`src/rtl/decoder_stream.sv`:
```
// Streaming decoder: unpacks words of 4-bit sign-magnitude codes into
// OUT_LANES two's-complement values (2x code) per valid/ready beat.
module decoder_stream #(
  parameter int N_CODES   = 8,
  parameter int OUT_LANES = 2,
  parameter int OUT_W     = 8
) (
  input  logic                       clk_i,
  input  logic                       rst_i,
  input  logic                       in_valid_i,
  output logic                       in_ready_o,
  input  logic [4*N_CODES-1:0]       in_data_i,
  input  logic                       in_last_i,
  output logic                       out_valid_o,
  input  logic                       out_ready_i,
  output logic [OUT_LANES*OUT_W-1:0] out_data_o,
  output logic                       out_last_o,
  output logic                       out_err_o
);

  localparam int BEATS = N_CODES / OUT_LANES;
  localparam int CNT_W = (BEATS > 1) ? $clog2(BEATS) : 1;

  typedef enum logic {EMPTY, HOLD} state_e;

  state_e                 state_q, state_d;
  logic [4*N_CODES-1:0]   word_q, word_d;
  logic                   last_q, last_d;
  logic [CNT_W-1:0]       beat_q, beat_d;
  logic                   final_beat, accept, advance;

  assign final_beat  = (beat_q == CNT_W'(BEATS - 1));
  assign out_valid_o = (state_q == HOLD);
  // Ready during the final-beat handshake lets the next word land with no bubble.
  assign in_ready_o  = (state_q == EMPTY) || (out_valid_o && final_beat && out_ready_i);
  assign accept      = in_valid_i && in_ready_o;
  assign advance     = out_valid_o && out_ready_i;

  always_comb begin
    state_d = state_q;
    word_d  = word_q;
    last_d  = last_q;
    beat_d  = beat_q;
    if (accept) begin
      state_d = HOLD;
      word_d  = in_data_i;
      last_d  = in_last_i;
      beat_d  = '0;
    end else if (advance) begin
      if (final_beat) state_d = EMPTY;
      else            beat_d  = beat_q + 1'b1;
    end
  end

  always_ff @(posedge clk_i) begin
    if (rst_i) begin
      state_q <= EMPTY;
      word_q  <= '0;
      last_q  <= 1'b0;
      beat_q  <= '0;
    end else begin
      state_q <= state_d;
      word_q  <= word_d;
      last_q  <= last_d;
      beat_q  <= beat_d;
    end
  end

  logic [3:0]       code;
  logic [OUT_W-1:0] mag;
  logic             illegal;
  int unsigned      idx;

  always_comb begin
    out_data_o = '0;
    out_err_o  = 1'b0;
    out_last_o = out_valid_o && last_q && final_beat;
    code       = '0;
    mag        = '0;
    illegal    = 1'b0;
    idx        = 0;
    if (out_valid_o) begin
      for (int unsigned j = 0; j < OUT_LANES; j++) begin
        idx     = 32'(beat_q) * OUT_LANES + j;
        code    = word_q[idx*4 +: 4];
        // Magnitudes 5..7 have no encoder source; flag and zero the lane.
        illegal = code[2] && (code[1] || code[0]);
        mag     = OUT_W'({code[2:0], 1'b0});
        out_data_o[j*OUT_W +: OUT_W] = illegal ? '0 : (code[3] ? -mag : mag);
        out_err_o = out_err_o || illegal;
      end
    end
  end

endmodule

```
`config.mk`:
```
export PLATFORM = sky130hd
export DESIGN_NAME = decoder_stream
export DESIGN_NICKNAME = d
export VERILOG_FILES = /design/src/rtl/decoder_stream.sv
export SDC_FILE = /design/constraint.sdc
export NUM_CORES = 1
export LEC_CHECK = 0
export BUFFER_PORTS_ARGS = -buffer_cell sky130_fd_sc_hd__buf_4
export CORE_UTILIZATION = 40
export CTS_CLUSTER_DIAMETER = 50
export DETAILED_ROUTE_END_ITERATION = 8
export PLACE_DENSITY = 0.62
export SLEW_MARGIN = 20
export SYNTH_ARGS = -nofsm -noshare
export SYNTH_HDL_FRONTEND = slang
export SYNTH_SLANG_ARGS = --single-unit
```
`constraint.sdc`:
```
create_clock -name clk_i -period 3.1 [get_ports clk_i]
set_clock_uncertainty 0.1 [all_clocks]
set_input_delay 0.62 -clock clk_i [delete_from_list [all_inputs] [get_ports clk_i]]
set_output_delay 0.62 -clock clk_i [all_outputs]
set_load 0.02 [all_outputs]
```
==> metrics.md, run 1 <==
| Metric | Value |
|---|---|
| Outcome | finished, violations left |
| Violated checks | DRC |
| Final core occ | roughly 53% |
| Clock latency on the worst-skew pair | between 0.2 and 0.3 ns |
| CTS tree | built |
| CTS buffer count | 5 |
| Net switching power figure | between 0.0002 and 0.0003 W |
| Post-route ant nets | 0 |
| Longest Clk Path Bufs | 2 |
| Largest family of logic cells by synthesized area | compound AO/OA/AOI/OAI gates |
| CP Data Required Time | 2.38 ns |
| Max-slew violations | 0 |
| Fraction of layout cells with a size suffix above 1 | around a third |
| DRC violations left | 10 |
| Initial Util | 42.5% |
| Hold Vio Cnt, Final | 0 |
| Synth Area in Adders | ~5.3% |
| Vias/cell | about 5.5 |
| Dominant synthesized flop cell | dfxtp_1 |
| Ys async rst share | 0% |
| Final Instance Count excl. Fillers | 312 |
| Fraction of power spent switching nets | between 20% and 30% |
| DPL Wire Length | 3080 µm |
| Synth Register Bits | 36 |
| Worst min path class | reg -> reg |
| P_leak | a little under 1 nW |
| Per-cell routed wire length | around 14 µm |
| Grt ovf | 0 |
| Commonest non-fill, non-tap cell in the layout | buf_4 |
| Combinational share of power | between 10% and 20% |
| Compound-gate portion of the synthesized area | between 10% and 20% |
| Hold buffer count at cts | 0 |
| GP Congestion | roughly 0.76 |
| Setup TNS Final | 0 ns |
| Largest net degree at the start of global routing | 37 |
| Worst VDD drop | around 220 µV |
| Cell-internal power | 0.000754 W |
| CP arrival | between 2 and 2.5 ns |
| Crit Path Class | reg -> out |
| P&R area growth vs syn | 25.7% |
| Number of synthesized flops with an enable pin | 0 |
| Post-Synth Simple-Gate Area | between 10% and 20% |
| Sequential share of power | 49.1% |
| # nets final | just over 300 |
| Tot GR Track Use | 19.6% |
| IO Count | 57 |
| Chip width | a little over 70 µm |
| Area after DPL | 0.00226 mm² |
| Reg clk slew, reported paths | about 0.07 ns |
| Netlist cell types | 27 |
| Pwr/cell area | 432 mW/mm² |
| # diodes | 0 |
| Syn Inst Count | about 220 |
| DP Cell Count | about 300 |
| Cell area after layout | between 0.002 and 0.0025 mm² |
| Syn Area/Cell | about 8.8 µm² |
| Initial antenna violation count | 0 |
| Min cycle time layout | between 2 and 3 ns |
| CP startpoint kind | register |
| Tcrit/Tclk final | a little over nine tenths |
| Die height | a little over 70 µm |
| Die area | roughly 0.005 mm² |
| Commonest cells after routing, fill and taps aside | 62 x buf_4, 34 x a21oi_1, 34 x dfxtp_1, 33 x nand3_1, 33 x o21ai_0 |
| Clk network pwr share | roughly 33% |
| Mux cell area share after synthesis | between 10% and 20% |
| Clock sinks | 36 |
| Seq/Total Area, Yosys | 38.1% |
| Htree depth | 2 |
| CP max FO | 5 |
| Global-route wire length before repair | around 7600 µm |
| Routed WL | approximately 4500 µm |
| Synth Area in XOR/XNOR | less than 1% |
| Detailed Routing Iterations Pass 1 | 6 |
| Max-Cap Viols | 0 |
| Syn. warnings | 0 |
| Core footprint | about 0.0044 mm² |
| Initial drt markers | 97 |
| Vias | 1714 |
| Clk Tree Root Cell | clkbuf_8 |
| Critical path endpoint category | primary output |
| Num rows | 24 |
| Vias in the first global route | 1558 |
| Number of I/O port buffers | 54 |
| Max frequency | ~340 MHz |
| # setup viols final | 0 |
| Synthesized area | roughly 0.0019 mm² |
| Hold Worst Slack | ~0.38 ns |
==> area by class of cell <==
cell class                 count  area (µm²)
clock buffer                   8        90.1
fill                         428        2070
inverter                      10        37.5
multi-input combinational    144         988
sequential                    36         728
tap                           52        65.1
timing repair buffer          62         465
==> routing by layer <==
metal  track usage, %  up-vias  share of wire, %  wire length, µm
li1                 -      853                 -                -
met4             8.00        0              0.98               44
met3             4.70        4               5.0              226
met5                0        -                 0                0
met1             28.6      807                51             2270
met2             27.7       50                43             1930
==> stage by stage <==
stage                     worst slack (ns)  power, W
after floorplan                     0.0408  0.000625
after global placement               0.270  0.000690
after detailed placement             0.227  0.000693
after CTS                          0.00301   0.00103
after global routing              -0.00169   0.00108
final                                0.139   0.00103
==> sequential cells by signal, summed over array words and instances (netlist names) <==
signal / flops
word_q: 32
beat_q: 2
last_q: 1
out_valid_o: 1
==> repair_timing <==
action | in CTS | in global routing
setup buffers | 0 | 3
setup endpoints to repair | 7 | 12
resized for setup | 4 | 10
==> critical path: stages, from the launching register on <==
cell and delay [ns]:
dfxtp_4 0.38, mux4_2 0.52, inv_2 0.08, ha_1 0.17
inv_1 0.06, ha_1 0.21, nand3b_1 0.19, a31oi_2 0.18
buf_4 0.17
==> synthesized netlist by cell type, drive strengths merged, types with 2 or more instances <==
cell type	instances	share of area [%]
nor3b	3	1.2
inv	10	2.0
clkbuf	12	2.5
dfxtp	36	38
a31oi	2	0.66
nand3	33	8.7
ha	8	5.3
buf	14	5.2
mux2i	5	2.6
mux4	8	10
nor2	6	1.2
a21oi	34	9.0
nor3	2	0.53
nand3b	3	1.2
o21ai	33	8.7
==> final timing paths <==
kind,from,to,slack [ns],cells after the start
worst min-delay path,word_q[17]$_SDFFE_PP0P_,word_q[17]$_SDFFE_PP0P_,0.38,2
worst max-delay path,beat_q[1]$_SDFFE_PP0P_,out_data_o[14],0.14,8
worst max register to register,beat_q[0]$_SDFFE_PP0P_,word_q[30]$_SDFFE_PP0P_,1.37,7
worst min register to register,word_q[17]$_SDFFE_PP0P_,word_q[17]$_SDFFE_PP0P_,0.38,2
==> power groups by stage <==
stage                     clock, W  combinational (W)  sequential (W)
final                     0.000341           0.000182        0.000503
after global routing      0.000375           0.000203        0.000506
after global placement           0           0.000176        0.000514
after CTS                 0.000350           0.000179        0.000504
after detailed placement         0           0.000178        0.000515
after floorplan                  0           0.000119        0.000507
==> cells by family after synthesis <==
| kind of cell | Yosys count |
|---|---|
| compound gates | 71 |
| simple gates | 49 |
| flops | 36 |
| buf+inv | 36 |
| mux | 13 |
| fa+ha+maj | 8 |
| other cells | 1 |
| xor+xnor | 1 |
Note: power is estimated with default switching activity, not from simulation.
==> run 2: changes to the inputs <==
--- a/config.mk
+++ b/config.mk
@@ -10,6 +10,7 @@
 export CTS_CLUSTER_DIAMETER = 50
 export DETAILED_ROUTE_END_ITERATION = 8
 export PLACE_DENSITY = 0.62
+export RECOVER_POWER = 100
 export SLEW_MARGIN = 20
 export SYNTH_ARGS = -nofsm -noshare
 export SYNTH_HDL_FRONTEND = slang
==> metrics.md, run 2 (synthesized netlist as in run 1, its figures left out) <==
| Metric | Value |
|---|---|
| Outcome | finished, violations left |
| Violated checks | DRC |
| Max-Cap Viols | 0 |
| Initial drt markers | 76 |
| Hold buffer count at cts | 0 |
| # diodes | 0 |
| Number of I/O port buffers | 54 |
| CP Data Required Time | approximately 2.4 ns |
| Clk Tree Root Cell | clkbuf_8 |
| P&R area growth vs syn | 24.1% |
| Post-route ant nets | 0 |
| Per-cell routed wire length | ~14 µm |
| Min cycle time layout | ~3.0 ns |
| Commonest cells after routing, fill and taps aside | 57 x buf_4, 34 x a21oi_1, 34 x dfxtp_1, 33 x nand3_1, 33 x o21ai_0 |
| Grt ovf | 0 |
| Die area | around 0.005 mm² |
| Tot GR Track Use | about a fifth |
| IO Count | between 50 and 60 |
| Final core occ | 52.8% |
| P_leak | between 0.9 and 1 nW |
| Top Registers | word_q (32), beat_q (2) |
| Vias in the first global route | around 1600 |
| Max-slew violations | 0 |
| Net switching power figure | 0.000273 W |
| Clock sinks | 36 |
| Fraction of power spent switching nets | a little over a quarter |
| CTS tree | built |
| Max frequency | approximately 340 MHz |
| CTS buffer count | 5 |
| Tcrit/Tclk final | between 90% and 100% |
| Htree depth | 2 |
| # setup viols final | 0 |
| Combinational share of power | roughly 17% |
| Clock latency on the worst-skew pair | between 0.2 and 0.3 ns |
| Vias | roughly 1700 |
| DRC violations left | 10 |
| Worst Tran Pin Value | ~1.5 ns |
| Num rows | 24 |
| Hold Vio Cnt, Final | 0 |
| Max reg flops | 32 |
| Pwr/cell area | around 440 mW/mm² |
| CP arrival | 2.24 ns |
| Cell-internal power | 0.000750 W |
| Final Instance Count excl. Fillers | between 300 and 400 |
| Setup TNS Final | 0 ns |
| Core footprint | roughly 0.0044 mm² |
| CP max FO | 5 |
| DPL Wire Length | 3080 µm |
| Reg clk slew, reported paths | ~0.070 ns |
| Vias/cell | about 5.5 |
| Longest Clk Path Bufs | 2 |
| GP Congestion | about 0.76 |
| Setup ws final | 0.138 ns |
| CP startpoint kind | register |
| DP Cell Count | ~300 |
| Largest net degree at the start of global routing | 37 |
| Largest Register | word_q |
| Initial Util | between 40% and 50% |
| Initial antenna violation count | 0 |
| Global-route wire length before repair | 7570 µm |
| Critical path endpoint category | primary output |
| Worst min path class | reg -> reg |
| # nets final | 304 |
| Routed WL | 4460 µm |
| Rel. slew slack | between 2 and 3% |
| Die height | a little over 70 µm |
| Clk network pwr share | 33.5% |
| Worst VDD drop | 222 µV |
| Commonest non-fill, non-tap cell in the layout | buf_4 |
| Sequential share of power | a little under 50% |
| Fraction of layout cells with a size suffix above 1 | between 30% and 40% |
| Chip width | slightly above 70 µm |
| Crit Path Class | reg -> out |
| Detailed Routing Iterations Pass 1 | 6 |
| Place WS | between 0.2 and 0.25 ns |
run 2: changes by cell type in the layout (fill, tap and decap cells not counted):
cell      change
a21boi_0      +1
a21boi_4      -1
buf_4         -5
clkbuf_1      +5
run 2: power by group through the flow:
stage | registers [W] | clock network, W | logic (W)
6_report | 0.000504 | 0.000342 | 0.000177
5_1_grt | 0.000506 | 0.000375 | 0.000199
4_1_cts | 0.000504 | 0.000350 | 0.000179
3_5_place_dp | 0.000515 | 0 | 0.000178
3_3_place_gp | 0.000514 | 0 | 0.000176
2_1_floorplan | 0.000507 | 0 | 0.000119
run 2: worst paths after layout:
path	endpoint	from	depth (start not counted)	slack [ns]
max	out_data_o[14]	beat_q[1]$_SDFFE_PP0P_	8	0.14
min	word_q[17]$_SDFFE_PP0P_	word_q[17]$_SDFFE_PP0P_	2	0.38
max reg2reg	word_q[30]$_SDFFE_PP0P_	beat_q[0]$_SDFFE_PP0P_	7	0.47
min reg2reg	word_q[17]$_SDFFE_PP0P_	word_q[17]$_SDFFE_PP0P_	2	0.38
run 2: routing by layer:
layer / GRT usage, % / up-vias / share of wire (%)
li1: - / 853 / -
met1: 28.6 / 804 / 50
met2: 27.7 / 45 / 44
met3: 4.70 / 5 / 4.6
met4: 8.00 / 0 / 1.3
met5: 0 / - / 0
run 2: timing repair:
item                                   in CTS  in global routing
resized for setup                           4                 10
endpoints found under the hold margin       0                  0
setup endpoints to repair                   7                 12
buffers inserted                            0                  3
run 2: through the flow:
step / total power, W / instance area, µm² / hold WS (ns)
floorplan: 0.000625 / 1890 / 0.349
global placement: 0.000690 / 2260 / 0.365
detailed placement: 0.000693 / 2260 / 0.367
CTS: 0.00103 / 2350 / 0.376
global route: 0.00108 / 2340 / 0.402
finish: 0.00102 / 2340 / 0.378
run 2: worst max-delay path: stages (launching register included):
cell	delay (ns)
dfxtp_4	0.38
mux4_2	0.52
inv_2	0.08
ha_1	0.17
inv_1	0.06
ha_1	0.21
nand3b_1	0.19
a31oi_2	0.18
buf_4	0.17
run 2: area by class of cell:
type | count | area [µm²]
fill | 435 | 2100
multi-input combinational | 144 | 977
sequential | 36 | 728
timing repair buffer | 62 | 447
clock buffer | 8 | 90.1
tap | 52 | 65.1
inverter | 10 | 37.5
==> run 3: changes to the inputs <==
--- a/config.mk
+++ b/config.mk
@@ -6,10 +6,13 @@
 export NUM_CORES = 1
 export LEC_CHECK = 0
 export BUFFER_PORTS_ARGS = -buffer_cell sky130_fd_sc_hd__buf_4
-export CORE_UTILIZATION = 40
+export CELL_PAD_IN_SITES_DETAIL_PLACEMENT = 1
+export CELL_PAD_IN_SITES_GLOBAL_PLACEMENT = 2
+export CORE_UTILIZATION = 29
 export CTS_CLUSTER_DIAMETER = 50
 export DETAILED_ROUTE_END_ITERATION = 8
-export PLACE_DENSITY = 0.62
+export GPL_TIMING_DRIVEN = 0
+export PLACE_DENSITY = 0.75
 export RECOVER_POWER = 100
 export SLEW_MARGIN = 20
 export SYNTH_ARGS = -nofsm -noshare
==> metrics.md, run 3 (synthesized netlist as in run 1, its figures left out) <==
| Metric | Value |
|---|---|
| Outcome | completed |
| Crit Reg-Reg Endpoint | word_q[8]$_SDFFE_PP0P_ |
| Die height | between 80 and 90 µm |
| Critical path's largest stage delay | between 0.5 and 0.6 ns |
| # nets final | 330 |
| Vias | 1792 |
| CP Cell Sequence | buf_6, mux4_2, inv_2, ha_4, inv_2, ha_4, nand3b_1, a31oi_1, buf_4 |
| Worst R2R Path Depth | 7 |
| Hold buffer count at cts | 0 |
| Hold Worst Slack | about 0.38 ns |
| Max reg flops | 32 |
| Num rows | 29 |
| Per-cell routed wire length | approximately 16 µm |
| Max-slew violations | 0 |
| Rel. slew slack | 65.4% |
| R2R setup slack | around 1.1 ns |
| Commonest non-fill, non-tap cell in the layout | buf_4 |
| Top Registers | word_q (32), beat_q (2) |
| Routed WL | 5630 µm |
| Pwr/cell area | 490 mW/mm² |
| DPL Wire Length | roughly 4000 µm |
| Clock sinks | 36 |
| P_leak | approximately 1.1 nW |
| Chip width | around 83 µm |
| Initial drt markers | 54 |
| Commonest cells after routing, fill and taps aside | 58 x buf_4, 34 x a21oi_1, 34 x dfxtp_1, 33 x nand3_1, 33 x o21ai_0 |
| Worst VDD drop | roughly 250 µV |
| Tcrit/Tclk final | 96.6% |
| Largest net degree at the start of global routing | 13 |
| Slowest cell on the critical path | mux4_2 |
| Max-Cap Viols | 0 |
| Worst min path class | reg -> reg |
| Max frequency | 334 MHz |
| Clk Tree Root Cell | clkbuf_8 |
| Critical path endpoint category | primary output |
| Clock latency on the worst-skew pair | between 0.2 and 0.3 ns |
| Initial Util | around 30% |
| Grt ovf | 0 |
| Critical Path End | out_data_o[4] |
| Initial antenna violation count | 0 |
| Post-route ant nets | 0 |
| Unrepaired setup endpoints after global routing | yes |
| Area of the multi-input gates | roughly 0.0010 mm² |
| Die area | just under 0.007 mm² |
| # diodes | 0 |
| Fraction of layout cells with a size suffix above 1 | roughly a third |
| Longest Clk Path Bufs | 2 |
| P&R area growth vs syn | 40.1% |
| CP arrival | approximately 2.3 ns |
| Reg clk slew, reported paths | ~0.080 ns |
| CP max FO | 4 |
| Total power | roughly 0.0013 W |
| Tot GR Track Use | between 10% and 20% |
| Filler instances | between 700 and 800 |
| Number of I/O port buffers | 52 |
| CP startpoint | beat_q[0]$_SDFFE_PP0P_ |
| Hold Vio Cnt, Final | 0 |
| # setup viols final | 0 |
| Htree depth | 2 |
| Core footprint | around 0.0063 mm² |
| DRC violations left | 0 |
| Min cycle time layout | between 2 and 3 ns |
| HP Start | word_q[25]$_SDFFE_PP0P_ |
| CP Data Required Time | roughly 2.4 ns |
| Worst Tran Pin Value | around 0.52 ns |
| Largest Register | word_q |
| Global-route wire length before repair | 9000 µm |
| Vias in the first global route | between 1500 and 2000 |
| IO Count | 57 |
| CTS tree | built |
| Storage cell area | between 700 and 800 µm² |
| GP Congestion | 0.747 |
| CTS buffer count | 5 |
| Vias/cell | 4.94 |
| CP startpoint kind | register |
| Crit Path Class | reg -> out |
| R2r startpoint | beat_q[1]$_SDFFE_PP0P_ |
| Detailed Routing Iterations Pass 1 | 4 |
## run 3: worst min-delay path by stage
stage	endpoint	slack [ns]	depth (start not counted)
floorplan	word_q[20]$_SDFFE_PP0P_	0.35	2
global placement	word_q[5]$_SDFFE_PP0P_	0.36	2
detailed placement	word_q[0]$_SDFFE_PP0P_	0.37	2
CTS	word_q[26]$_SDFFE_PP0P_	0.38	2
global route	word_q[28]$_SDFFE_PP0P_	0.41	2
finish	word_q[25]$_SDFFE_PP0P_	0.38	2
## run 3: final cells by class
type                    instances  area share [%]
well taps                      77            3.64
repair buffers                 65            18.0
multi-input cells             144            39.2
flip-flops and latches         36            27.3
inverters                      10            1.42
plain buffers                  23            4.40
clock inverters                 3            3.40
clock buffers                   5            2.60
## run 3: what timing repair did
item,in CTS,in global routing
gates resized for setup,15,11
setup buffers,9,4
pin swaps,0,3
endpoints found under the setup margin,14,8
## run 3: power breakdown
part	internal, W	switching (W)
Combinational	0.000100	0.000116
Sequential	0.000488	0.0000137
Clock	0.000402	0.000177
## run 3: per-stage QoR
stage / setup slack [ns] / TNS [ns] / cells / util [%] / area, µm²
after floorplan: 0.0408 / 0 / 216 / - / 1890
after global placement: 0.0970 / 0 / 345 / 37.7 / 2380
after detailed placement: 0.0659 / 0 / 345 / 37.7 / 2380
after CTS: 0.0112 / 0 / 360 / 41.2 / 2600
after global routing: -0.0264 / -0.0526 / 363 / 41.9 / 2650
final: 0.105 / 0 / 363 / 41.9 / 2650
## run 3: critical path: cells and delay by family, from the launching register on
kind | cells | cell delay [ns]
muxes | 1 | 0.53
buffers and inverters | 4 | 0.43
adders and majority gates | 2 | 0.29
and+or+nand+nor | 1 | 0.19
AOI/OAI and AO/OA | 1 | 0.20
DFF | 1 | 0.34
## run 3: routing by layer
layer	wire, µm	vias up	global-route usage (%)
met5	0	-	0
met4	77	0	5.69
met3	239	8	3.85
met2	2600	44	28.6
met1	2710	843	24.9
li1	-	897	-
